`src/rtl/vram_fifo_port_pkg.sv`:
```
// Shared types and default sizing for the VRAM FIFO port.
package vram_pkg;

   typedef enum logic [1:0] {
      IDLE = 2'd0,
      WR   = 2'd1,
      RD   = 2'd2
   } state_t;

   localparam int VRAM_ADDR_W = 25;
   localparam int VRAM_DATA_W = 16;
   localparam int VRAM_DEPTH  = 8;

endpackage

```
`src/rtl/vram_fifo_port_if.sv`:
```
// Client-side FIFO port plus Avalon-MM master bus of the VRAM FIFO port.
interface vram_fifo_port_if
   import vram_pkg::*;
#(
   parameter int ADDR_W = VRAM_ADDR_W,
   parameter int DATA_W = VRAM_DATA_W
);
   logic              write_ld;
   logic [ADDR_W-1:0] writeaddr;
   logic              write_req;
   logic [DATA_W-1:0] writedata;
   logic              wr_full;
   logic              read_ld;
   logic [ADDR_W-1:0] readaddr;
   logic              read_req;
   logic [DATA_W-1:0] readdata;
   logic              rd_empty;
   logic [ADDR_W-1:0] mem_address;
   logic              mem_write;
   logic [DATA_W-1:0] mem_writedata;
   logic              mem_read;
   logic              mem_waitrequest;
   logic [DATA_W-1:0] mem_readdata;
   logic              mem_readdatavalid;

   modport master (
      output write_ld, writeaddr, write_req, writedata,
      output read_ld, readaddr, read_req,
      output mem_waitrequest, mem_readdata, mem_readdatavalid,
      input  wr_full, readdata, rd_empty,
      input  mem_address, mem_write, mem_writedata, mem_read
   );

   modport slave (
      input  write_ld, writeaddr, write_req, writedata,
      input  read_ld, readaddr, read_req,
      input  mem_waitrequest, mem_readdata, mem_readdatavalid,
      output wr_full, readdata, rd_empty,
      output mem_address, mem_write, mem_writedata, mem_read
   );

endinterface

```
`src/rtl/vram_fifo_port_sync_fifo.sv`:
```
// Synchronous show-ahead FIFO with flush; full/empty registered, dout is 0 when empty.
module sync_fifo #(
   parameter int DATA_W = 16,
   parameter int DEPTH  = 8
) (
   input  logic                       clk,
   input  logic                       reset,
   input  logic                       i_push,
   input  logic                       i_pop,
   input  logic                       i_flush,
   input  logic [DATA_W-1:0]          i_din,
   output logic [DATA_W-1:0]          o_dout,
   output logic [$clog2(DEPTH):0]     o_count,
   output logic                       o_full,
   output logic                       o_empty
);
   localparam int AW = $clog2(DEPTH);
   localparam int CW = AW + 1;

   logic [DATA_W-1:0] r_mem [DEPTH];
   logic [AW-1:0]     r_wp, r_rp;
   logic [CW-1:0]     r_count;
   logic              r_full, r_empty;
   logic              w_push, w_pop;
   logic [CW-1:0]     w_count_nxt;

   // Push while full and pop while empty are dropped.
   assign w_push      = i_push && !r_full;
   assign w_pop       = i_pop && !r_empty;
   assign w_count_nxt = r_count + CW'(w_push) - CW'(w_pop);

   always_ff @(posedge clk) begin
      if (w_push && !i_flush) r_mem[r_wp] <= i_din;
   end

   always_ff @(posedge clk) begin
      if (reset || i_flush) begin
         r_wp    <= '0;
         r_rp    <= '0;
         r_count <= '0;
         r_full  <= 1'b0;
         r_empty <= 1'b1;
      end else begin
         if (w_push) r_wp <= r_wp + AW'(1);
         if (w_pop)  r_rp <= r_rp + AW'(1);
         r_count <= w_count_nxt;
         r_full  <= (w_count_nxt == CW'(DEPTH));
         r_empty <= (w_count_nxt == '0);
      end
   end

   assign o_dout  = r_empty ? '0 : r_mem[r_rp];
   assign o_count = r_count;
   assign o_full  = r_full;
   assign o_empty = r_empty;

endmodule

```
`src/rtl/vram_fifo_port.sv`:
```
// VRAM FIFO port: write FIFO drains to memory, read FIFO fed by prefetch.
// Optional VRAM_PORT_RAW_GUARD_EN holds off prefetch while writes are pending.
module vram_fifo_port
   import vram_pkg::*;
#(
   parameter int ADDR_W = VRAM_ADDR_W,
   parameter int DATA_W = VRAM_DATA_W,
   parameter int DEPTH  = VRAM_DEPTH
) (
   input logic             clk,
   input logic             reset,
   vram_fifo_port_if.slave bus
);
   localparam int CW = $clog2(DEPTH) + 1;
   localparam logic [CW:0] FILL_LIM = (CW+1)'(DEPTH);

   state_t            r_state, w_state_nxt;
   logic [ADDR_W-1:0] r_wa, r_ra, r_mem_addr;
   logic [DATA_W-1:0] r_mem_wdata;
   logic [CW-1:0]     r_outstanding, r_discard;
   logic              r_wr_flushed;

   logic [DATA_W-1:0] w_wr_dout;
   logic [CW-1:0]     w_wr_count, w_rd_count;
   logic              w_wr_full, w_wr_empty, w_rd_full, w_rd_empty;
   logic              w_accept, w_wr_pop, w_rd_push, w_pf_ok;
   logic              w_issue_wr, w_issue_rd;
   logic [CW:0]       w_fill;
   logic              w_unused;

   sync_fifo #(.DATA_W(DATA_W), .DEPTH(DEPTH)) u_wr_fifo (
      .clk     (clk),
      .reset   (reset),
      .i_push  (bus.write_req),
      .i_pop   (w_wr_pop),
      .i_flush (bus.write_ld),
      .i_din   (bus.writedata),
      .o_dout  (w_wr_dout),
      .o_count (w_wr_count),
      .o_full  (w_wr_full),
      .o_empty (w_wr_empty)
   );

   sync_fifo #(.DATA_W(DATA_W), .DEPTH(DEPTH)) u_rd_fifo (
      .clk     (clk),
      .reset   (reset),
      .i_push  (w_rd_push),
      .i_pop   (bus.read_req),
      .i_flush (bus.read_ld),
      .i_din   (bus.mem_readdata),
      .o_dout  (bus.readdata),
      .o_count (w_rd_count),
      .o_full  (w_rd_full),
      .o_empty (w_rd_empty)
   );

   assign w_unused = ^{w_wr_count, w_rd_full};
   assign w_fill   = {1'b0, w_rd_count} + {1'b0, r_outstanding};

`ifdef VRAM_PORT_RAW_GUARD_EN
   assign w_pf_ok = (w_fill < FILL_LIM) && w_wr_empty && (r_state != WR);
`else
   assign w_pf_ok = (w_fill < FILL_LIM);
`endif

   assign w_accept  = (r_state != IDLE) && !bus.mem_waitrequest;
   // A write issued before a flush completes but must not pop the refilled FIFO.
   assign w_wr_pop  = w_accept && (r_state == WR) && !r_wr_flushed && !bus.write_ld;
   assign w_rd_push = bus.mem_readdatavalid && (r_discard == '0) && !bus.read_ld;

   always_comb begin
      w_state_nxt = r_state;
      w_issue_wr  = 1'b0;
      w_issue_rd  = 1'b0;
      case (r_state)
         IDLE: begin
            if (!w_wr_empty && !bus.write_ld) begin
               w_state_nxt = WR;
               w_issue_wr  = 1'b1;
            end else if (w_pf_ok && !bus.read_ld) begin
               w_state_nxt = RD;
               w_issue_rd  = 1'b1;
            end
         end
         WR, RD:  if (!bus.mem_waitrequest) w_state_nxt = IDLE;
         default: w_state_nxt = IDLE;
      endcase
   end

   always_ff @(posedge clk) begin
      if (reset) begin
         r_state       <= IDLE;
         r_wa          <= '0;
         r_ra          <= '0;
         r_mem_addr    <= '0;
         r_mem_wdata   <= '0;
         r_outstanding <= '0;
         r_discard     <= '0;
         r_wr_flushed  <= 1'b0;
      end else begin
         r_state <= w_state_nxt;
         if (w_issue_wr) begin
            r_mem_addr  <= r_wa;
            r_mem_wdata <= w_wr_dout;
         end else if (w_issue_rd) begin
            r_mem_addr  <= r_ra;
         end
         if (bus.write_ld)    r_wa <= bus.writeaddr;
         else if (w_issue_wr) r_wa <= r_wa + ADDR_W'(1);
         if (bus.read_ld)     r_ra <= bus.readaddr;
         else if (w_issue_rd) r_ra <= r_ra + ADDR_W'(1);
         if (r_state == IDLE)   r_wr_flushed <= 1'b0;
         else if (bus.write_ld) r_wr_flushed <= 1'b1;
         r_outstanding <= r_outstanding + CW'(w_accept && (r_state == RD))
                          - CW'(bus.mem_readdatavalid);
         // Stale reads: in flight, plus a pending RD command, minus one returning now.
         if (bus.read_ld)
            r_discard <= r_outstanding + CW'(r_state == RD) - CW'(bus.mem_readdatavalid);
         else if (bus.mem_readdatavalid && (r_discard != '0))
            r_discard <= r_discard - CW'(1);
      end
   end

   assign bus.mem_write     = (r_state == WR);
   assign bus.mem_read      = (r_state == RD);
   assign bus.mem_address   = r_mem_addr;
   assign bus.mem_writedata = r_mem_wdata;
   assign bus.wr_full       = w_wr_full;
   assign bus.rd_empty      = w_rd_empty;

endmodule
```
`src/flat_wrapper.sv`:
```
// flat-port wrapper written by rule: the top's interface ports become plain ports
module vram_fifo_port_flat import vram_pkg::*;
#(
   parameter int ADDR_W = VRAM_ADDR_W,
   parameter int DATA_W = VRAM_DATA_W,
   parameter int DEPTH  = VRAM_DEPTH
)
  (clk, reset, bus_write_ld, bus_writeaddr, bus_write_req, bus_writedata, bus_read_ld, bus_readaddr, bus_read_req, bus_mem_waitrequest, bus_mem_readdata, bus_mem_readdatavalid, bus_wr_full, bus_readdata, bus_rd_empty, bus_mem_address, bus_mem_write, bus_mem_writedata, bus_mem_read);
  vram_fifo_port_if #(.ADDR_W(ADDR_W), .DATA_W(DATA_W)) bus_i ();
  input logic clk;
  input logic reset;
  input wire logic [$bits(bus_i.write_ld)-1:0] bus_write_ld;
  input wire logic [$bits(bus_i.writeaddr)-1:0] bus_writeaddr;
  input wire logic [$bits(bus_i.write_req)-1:0] bus_write_req;
  input wire logic [$bits(bus_i.writedata)-1:0] bus_writedata;
  input wire logic [$bits(bus_i.read_ld)-1:0] bus_read_ld;
  input wire logic [$bits(bus_i.readaddr)-1:0] bus_readaddr;
  input wire logic [$bits(bus_i.read_req)-1:0] bus_read_req;
  input wire logic [$bits(bus_i.mem_waitrequest)-1:0] bus_mem_waitrequest;
  input wire logic [$bits(bus_i.mem_readdata)-1:0] bus_mem_readdata;
  input wire logic [$bits(bus_i.mem_readdatavalid)-1:0] bus_mem_readdatavalid;
  output wire logic [$bits(bus_i.wr_full)-1:0] bus_wr_full;
  output wire logic [$bits(bus_i.readdata)-1:0] bus_readdata;
  output wire logic [$bits(bus_i.rd_empty)-1:0] bus_rd_empty;
  output wire logic [$bits(bus_i.mem_address)-1:0] bus_mem_address;
  output wire logic [$bits(bus_i.mem_write)-1:0] bus_mem_write;
  output wire logic [$bits(bus_i.mem_writedata)-1:0] bus_mem_writedata;
  output wire logic [$bits(bus_i.mem_read)-1:0] bus_mem_read;
  assign bus_i.write_ld = bus_write_ld;
  assign bus_i.writeaddr = bus_writeaddr;
  assign bus_i.write_req = bus_write_req;
  assign bus_i.writedata = bus_writedata;
  assign bus_i.read_ld = bus_read_ld;
  assign bus_i.readaddr = bus_readaddr;
  assign bus_i.read_req = bus_read_req;
  assign bus_i.mem_waitrequest = bus_mem_waitrequest;
  assign bus_i.mem_readdata = bus_mem_readdata;
  assign bus_i.mem_readdatavalid = bus_mem_readdatavalid;
  assign bus_wr_full = bus_i.wr_full;
  assign bus_readdata = bus_i.readdata;
  assign bus_rd_empty = bus_i.rd_empty;
  assign bus_mem_address = bus_i.mem_address;
  assign bus_mem_write = bus_i.mem_write;
  assign bus_mem_writedata = bus_i.mem_writedata;
  assign bus_mem_read = bus_i.mem_read;
  vram_fifo_port #(.ADDR_W(ADDR_W), .DATA_W(DATA_W), .DEPTH(DEPTH)) u_core (.clk(clk), .reset(reset), .bus(bus_i));
endmodule
```
`config.mk`:
```
export PLATFORM = sky130hd
export DESIGN_NAME = vram_fifo_port_flat
export DESIGN_NICKNAME = d
export VERILOG_FILES = /design/src/rtl/vram_fifo_port_pkg.sv /design/src/rtl/vram_fifo_port_if.sv /design/src/rtl/vram_fifo_port_sync_fifo.sv /design/src/rtl/vram_fifo_port.sv /design/src/flat_wrapper.sv
export SDC_FILE = /design/constraint.sdc
export NUM_CORES = 1
export LEC_CHECK = 0
export BUFFER_PORTS_ARGS = -buffer_cell sky130_fd_sc_hd__buf_2
export CAP_MARGIN = 10
export CORE_MARGIN = 3
export CORE_UTILIZATION = 40
export CTS_CLUSTER_SIZE = 20
export DETAILED_ROUTE_END_ITERATION = 12
export GPL_TIMING_DRIVEN = 0
export PLACE_DENSITY = 0.62
export SLEW_MARGIN = 20
export SYNTH_ARGS = -nofsm -noshare
export SYNTH_HDL_FRONTEND = slang
export SYNTH_HIERARCHICAL = 1
export SYNTH_SLANG_ARGS = --single-unit
export TNS_END_PERCENT = 10
```
`constraint.sdc`:
```
create_clock -name clk -period 3.6 [get_ports clk]
set_input_delay 0.54 -clock clk [delete_from_list [all_inputs] [get_ports clk]]
set_output_delay 0.54 -clock clk [all_outputs]
set_load 0.01 [all_outputs]
```
==> impl_metrics.ini, run 1 <==
[global_route]
antenna_found_initial = 5
grt_pass1_wl_mm = 63.2
grt_pass1_vias = 10800
gr-total-overflow = 0
grt_max_degree = 15
grt_usage_pct = 18.8

[sta]
fin_ws_ns = 0.267
fmax_ghz = 0.300
finalCritPeriodShare_pct = 92.6
fin_tns_setup_ns = 0
period_minus_slack_ns = 3.33
hold_viol_final = 0
worstMarginPinSlew_ns = 0.864
finClkSkew_ns = 0.0240
setup_viol = 0
slew_viol_final = 0
slew_headroom_pct = 42.4
rsz0062_at_grt = false

[floorplanning]
die_w_um = 208
chipHeight_um = 208
io_pins = 151
core_area_um2 = 40100
die_area_um2 = 43300
start_util_pct = 40.8
rows = 73

[job]
maxCapViolCount = 0

[clock_network]
insertion_delay_ns = 0.54
postCtsSetupBuffers = 0
cts_tree = done
h-tree-depth = 2
clk_pin_slew_ns = 0.06
cts_buffers = 40
cts_sinks = 388
cts-root-buf = clkbuf_16
cts_buffer_depth = 3

[critical_path]
crit_arrival_ns = 3.57
cp_common_cell = or3b_2
crit_buf_inv = 3
cpMaxStageDelayCell = or3b_2
path_max_fanout = 9
critPathKind = flip-flop to flip-flop
cp.required_ns = 3.84
max_stage_delay_ns = 0.56
worstSetupEndpointType = flip-flop
cp_top_family = simple AND/OR/NAND/NOR gates
cp_cell_sequence = inv_1 > ha_1 > or3b_2 > nor3b_1 > nand2b_1 > clkbuf_1 > or3b_2 > nor2_2 > buf_8
cp-start-kind = flip-flop

[logic_synthesis]
synth_top_area_cell = edfxtp_1
synth_flop_cell = edfxtp_1
synth_top_area_share_pct = 47.0
synth_cell_types = 61
yosysMostFrequentCell = edfxtp_1
ys_seq_elements = 388
ys_seq_area_share_pct = 63.2
async_reset_ff_share_pct = 0
syn_area_per_cell_um2 = 14.0
synth_common_cells = 256 x edfxtp_1, 132 x dfxtp_1, 107 x nand2_1, 105 x nor2_1, 52 x a21oi_1
synth_area_leaders = edfxtp_1 47%, dfxtp_1 16%, mux4_1 4.8%, mux4_2 4.7%, nand2_1 2.5%
syn-num-nets = 1291
synth_edf_count = 256
synth_warnings = 6
synth_cells = 1171
synthesis.area_um2 = 16300

[drt]
ant_nets = 0
dr.pass1.iters = 5
num_vias = 10500
wl_mm = 41.3
viasPerCell = 5.44
drt-wirelength-per-cell_um = 21.3
drc = 0
drt_iter0_markers = 684

[place]
dp_slack_ns = -0.511
portBuffers = 150
hpwlAfterDp_mm = 29.5
place.gp.congestion = 0.841

[power_and_ir_drop]
p_leak_nw = 6.81
cellPowerDensity_nw_per_um2 = 534
ir_worst_vdd_mv = 0.360
p_total_w = 0.0103

[layout]
synthToLayoutAreaGrowth_pct = 17.7
fin_util_pct = 48.0
final_nets = 1501
drive_gt1_share_pct = 22.0

[outcome]
status = finished clean

[worst_hold_path]
hold_path_class = input port to flip-flop
==> worst paths after layout <==
check | from | to | slack [ns] | cells past startpoint
worst max-delay path | u_core/r_discard[0] | u_core/u_rd_fifo/r_mem[7][9] | 0.27 | 9
worst min-delay path | bus_writeaddr[0] | u_core/r_wa[0] | 0.23 | 3
worst max register to register | u_core/r_discard[0] | u_core/u_rd_fifo/r_mem[7][9] | 0.27 | 9
worst min register to register | u_core/bus.mem_writedata[10] | u_core/bus.mem_writedata[10] | 0.45 | 2
==> where the power goes <==
part           total [W]  internal [W]  switching, W  leakage (nW)
Combinational    0.00132      0.000542      0.000781          2.85
Clock            0.00389       0.00225       0.00164         0.571
Sequential       0.00506       0.00491      0.000151          3.39
==> state kept, by name, indices dropped and copies added, names as in the netlist, 4 cells and up, named ones only <==
register / count
u_core/r_discard: 4
u_core/u_wr_fifo/r_mem: 128
u_core/u_wr_fifo/o_count: 4
u_core/r_ra: 25
u_core/bus.mem_writedata: 16
u_core/r_outstanding: 4
u_core/r_wa: 25
u_core/u_rd_fifo/r_mem: 128
u_core/u_rd_fifo/o_count: 4
u_core/bus.mem_address: 25
==> kinds of logic (layout without fill, tap and decap cells) <==
logic type | Yosys count | after routing | share of synthesized area, %
compound gates | 180 | 180 | 8.12
other cells | 0 | 1 | 0
buf+inv | 99 | 339 | 3.02
fa+ha+maj | 30 | 30 | 2.48
mux | 77 | 77 | 10.3
xor+xnor | 52 | 52 | 2.79
flops | 388 | 388 | 63.2
simple gates | 345 | 345 | 10.1
==> cells in the final DEF (no fill, tap or decap), types with 10 or more instances in the layout <==
cell	synthesis	final
edfxtp_1	256	256
buf_2	7	157
dfxtp_1	132	132
nand2_1	107	107
nor2_1	105	93
clkbuf_1	39	54
a21oi_1	52	52
clkbuf_16	0	41
mux4_2	34	34
inv_1	33	33
a22o_1	32	32
mux4_1	30	30
a311oi_1	29	29
xnor2_1	27	27
ha_1	26	26
xor2_1	25	25
nand3_1	25	25
nand4_1	18	18
a211oi_1	15	15
buf_6	6	15
nor2b_1	14	14
nor3_1	17	13
nor2_2	0	12
mux2i_1	11	11
o21a_1	10	10
==> layer usage <==
layer | part of all wire (%) | vias to the layer above | routed length [µm] | track usage [%]
met5 | 0.15 | - | 61 | 0
met4 | 2.4 | 8 | 985 | 5.21
met3 | 6.7 | 67 | 2750 | 4.73
met2 | 50 | 333 | 20800 | 32.6
met1 | 40 | 5249 | 16700 | 23.4
li1 | - | 4879 | - | -
==> metrics by stage <==
| step | hold WS, ns | instances | cell area [µm²] |
|---|---|---|---|
| after global placement | 0.442 | 1846 | 17800 |
| final | 0.229 | 1937 | 19200 |
| after floorplan | 0.467 | 1171 | 16400 |
| after CTS | 0.203 | 1937 | 19200 |
| after global routing | 0.227 | 1936 | 19200 |
| after detailed placement | 0.446 | 1865 | 18000 |
==> timing repair <==
action                                  4_1_cts  5_1_grt
endpoints found under the hold margin         0        0
gates resized for setup                       0        2
endpoints found under the setup margin        0        2
hold buffers                                  0        0
==> worst reg2reg max path: stages, from the launching register on <==
cell and delay [ns]:
dfxtp_1 0.33, inv_1 0.06, ha_1 0.16, or3b_2 0.50, nor3b_1 0.36, nand2b_1 0.09, clkbuf_1 0.19, or3b_2 0.56
nor2_2 0.55, buf_8 0.23
==> area by class of cell <==
cell class	instances	area (µm²)
Antenna cell	1	2.50
Buffer	64	364
Clock buffer	58	1090
Clock inverter	14	123
Fill cell	3540	20900
Inverter	34	128
Multi-Input combinational cell	684	5590
Sequential cell	388	10300
Tap cell	525	657
Timing Repair Buffer	169	965
(Power assumes the default switching activity.)
==> run 2: changes to the inputs <==
Settings changed: PLACE_DENSITY 0.62 to 0.59.
Clock period 3.6 ns to 3.9 ns, I/O delays scaled along.
==> impl_metrics.ini, run 2 (same netlist as run 1, synthesis figures left out) <==
[outcome]
status = finished clean

[drt]
num_vias = 10600
wl_mm = 41.9
drt_iter0_markers = 688
drt-wirelength-per-cell_um = 21.5
viasPerCell = 5.43
dr.pass1.iters = 5
wl_met2_mm = 20.1
routed.top_layer = met5
wl_met1_mm = 18.4
route.met3.wl_mm = 2.35
drc = 0
ant_nets = 0

[floorplanning]
chipHeight_um = 208
rows = 73
start_util_pct = 40.8
die_w_um = 208
die_area_um2 = 43300
io_pins = 151
core_area_um2 = 40100

[clock_network]
h-tree-depth = 2
cts_buffers = 43
cts_tree = done
cts_sinks = 388
cts_buffer_depth = 3
clk_pin_slew_ns = 0.06
cts-root-buf = clkbuf_16
ctsHoldBuffers = 0
postCtsSetupBuffers = 0
post_cts_resized = 0
insertion_delay_ns = 0.56

[critical_path]
cpMaxStageDelayCell = nor3_2
cp_cell_sequence = buf_2 > clkbuf_1 > clkbuf_1 > clkbuf_2 > nor3b_1 > nand2b_1 > clkbuf_1 > or3_1 > nor3_2 > buf_4
cp_common_cell = clkbuf_1
worstSetupEndpointType = flip-flop
cp.required_ns = 4.15
path_max_fanout = 10
critPathKind = input port to flip-flop
cp-start-kind = input port
max_stage_delay_ns = 0.60
crit_arrival_ns = 3.88

[sta]
rsz0062_at_grt = false
period_minus_slack_ns = 3.63
slew_headroom_pct = 36.3
setup_viol = 0
holdWs_ns = 0.274
fmax_ghz = 0.275
finalCritPeriodShare_pct = 93.1
slew_viol_final = 0
finClkSkew_ns = 0.0263
worstMarginPinSlew_ns = 0.948
hold_viol_final = 0
fin_tns_setup_ns = 0
fin_ws_ns = 0.269

[power_and_ir_drop]
p_leak_nw = 6.92
p_total_w = 0.00975
cellPowerDensity_nw_per_um2 = 502
ir_worst_vdd_mv = 0.352

[place]
dp_slack_ns = -0.409
portBuffers = 150
hpwlAfterDp_mm = 29.4
place.gp.congestion = 0.830

[job]
maxCapViolCount = 0

[global_route]
grt_usage_pct = 19.2
grt_pass1_wl_mm = 64.6
grt_max_degree = 14
grt_pass1_vias = 10700
gr-total-overflow = 0
antenna_found_initial = 6

[layout]
fin_util_pct = 48.4
drive_gt1_share_pct = 22.7
layout_common_cells = 256 x edfxtp_1, 157 x buf_2, 132 x dfxtp_1
fill_cells = 3525
layout_commonest_cell = edfxtp_1
synthToLayoutAreaGrowth_pct = 18.7
final_nets = 1506
largestRegisters = u_core/u_rd_fifo/r_mem: 128 flops, u_core/u_wr_fifo/r_mem: 128 flops

[worst_hold_path]
hold_path_class = input port to flip-flop
## run 2: power by group
group	switching [W]	leakage [nW]	total, W	internal (W)
Combinational	0.000734	2.87	0.00124	0.000502
Clock	0.00159	0.662	0.00385	0.00226
Sequential	0.000134	3.39	0.00467	0.00453
## run 2: cell type report
type	count	area (µm²)	share of cell area (%)
flip-flops and latches	388	10300	53.2
diodes	2	5.00	0.0258
multi-input cells	684	5580	28.8
clock buffers	62	1230	6.33
clock inverters	16	120	0.619
inverters	34	128	0.657
plain buffers	65	368	1.89
well taps	525	657	3.38
repair buffers	170	995	5.12
## run 2: per-layer routing
| metal | vias to the layer above | global-route usage (%) |
|---|---|---|
| li1 | 4909 | - |
| met1 | 5274 | 26.0 |
| met2 | 302 | 31.3 |
| met3 | 78 | 4.04 |
| met4 | 4 | 6.02 |
| met5 | - | 0 |
## run 2: path summary, 6_finish.rpt
check / to / cells after the start / slack [ns] / startpoint
hold / removal: u_core/r_wa[1] / 3 / 0.27 / bus_writeaddr[1]
hold reg to reg: u_core/bus.mem_writedata[0] / 2 / 0.45 / u_core/bus.mem_writedata[0]
setup / recovery: u_core/u_rd_fifo/r_mem[0][8] / 10 / 0.27 / bus_read_ld
setup reg to reg: u_core/u_rd_fifo/r_mem[0][8] / 9 / 0.43 / u_core/r_discard[0]
## run 2: through the flow
stage,cells,area (µm²)
2_1_floorplan,1171,16300
3_3_place_gp,1846,17800
3_5_place_dp,1866,18100
4_1_cts,1944,19400
5_1_grt,1944,19400
6_report,1946,19400
## run 2: critical path, delay by kind of cell
| kind | cells | cell delay, ns |
|---|---|---|
| and+or+nand+nor | 4 | 1.67 |
| buffers and inverters | 6 | 1.62 |
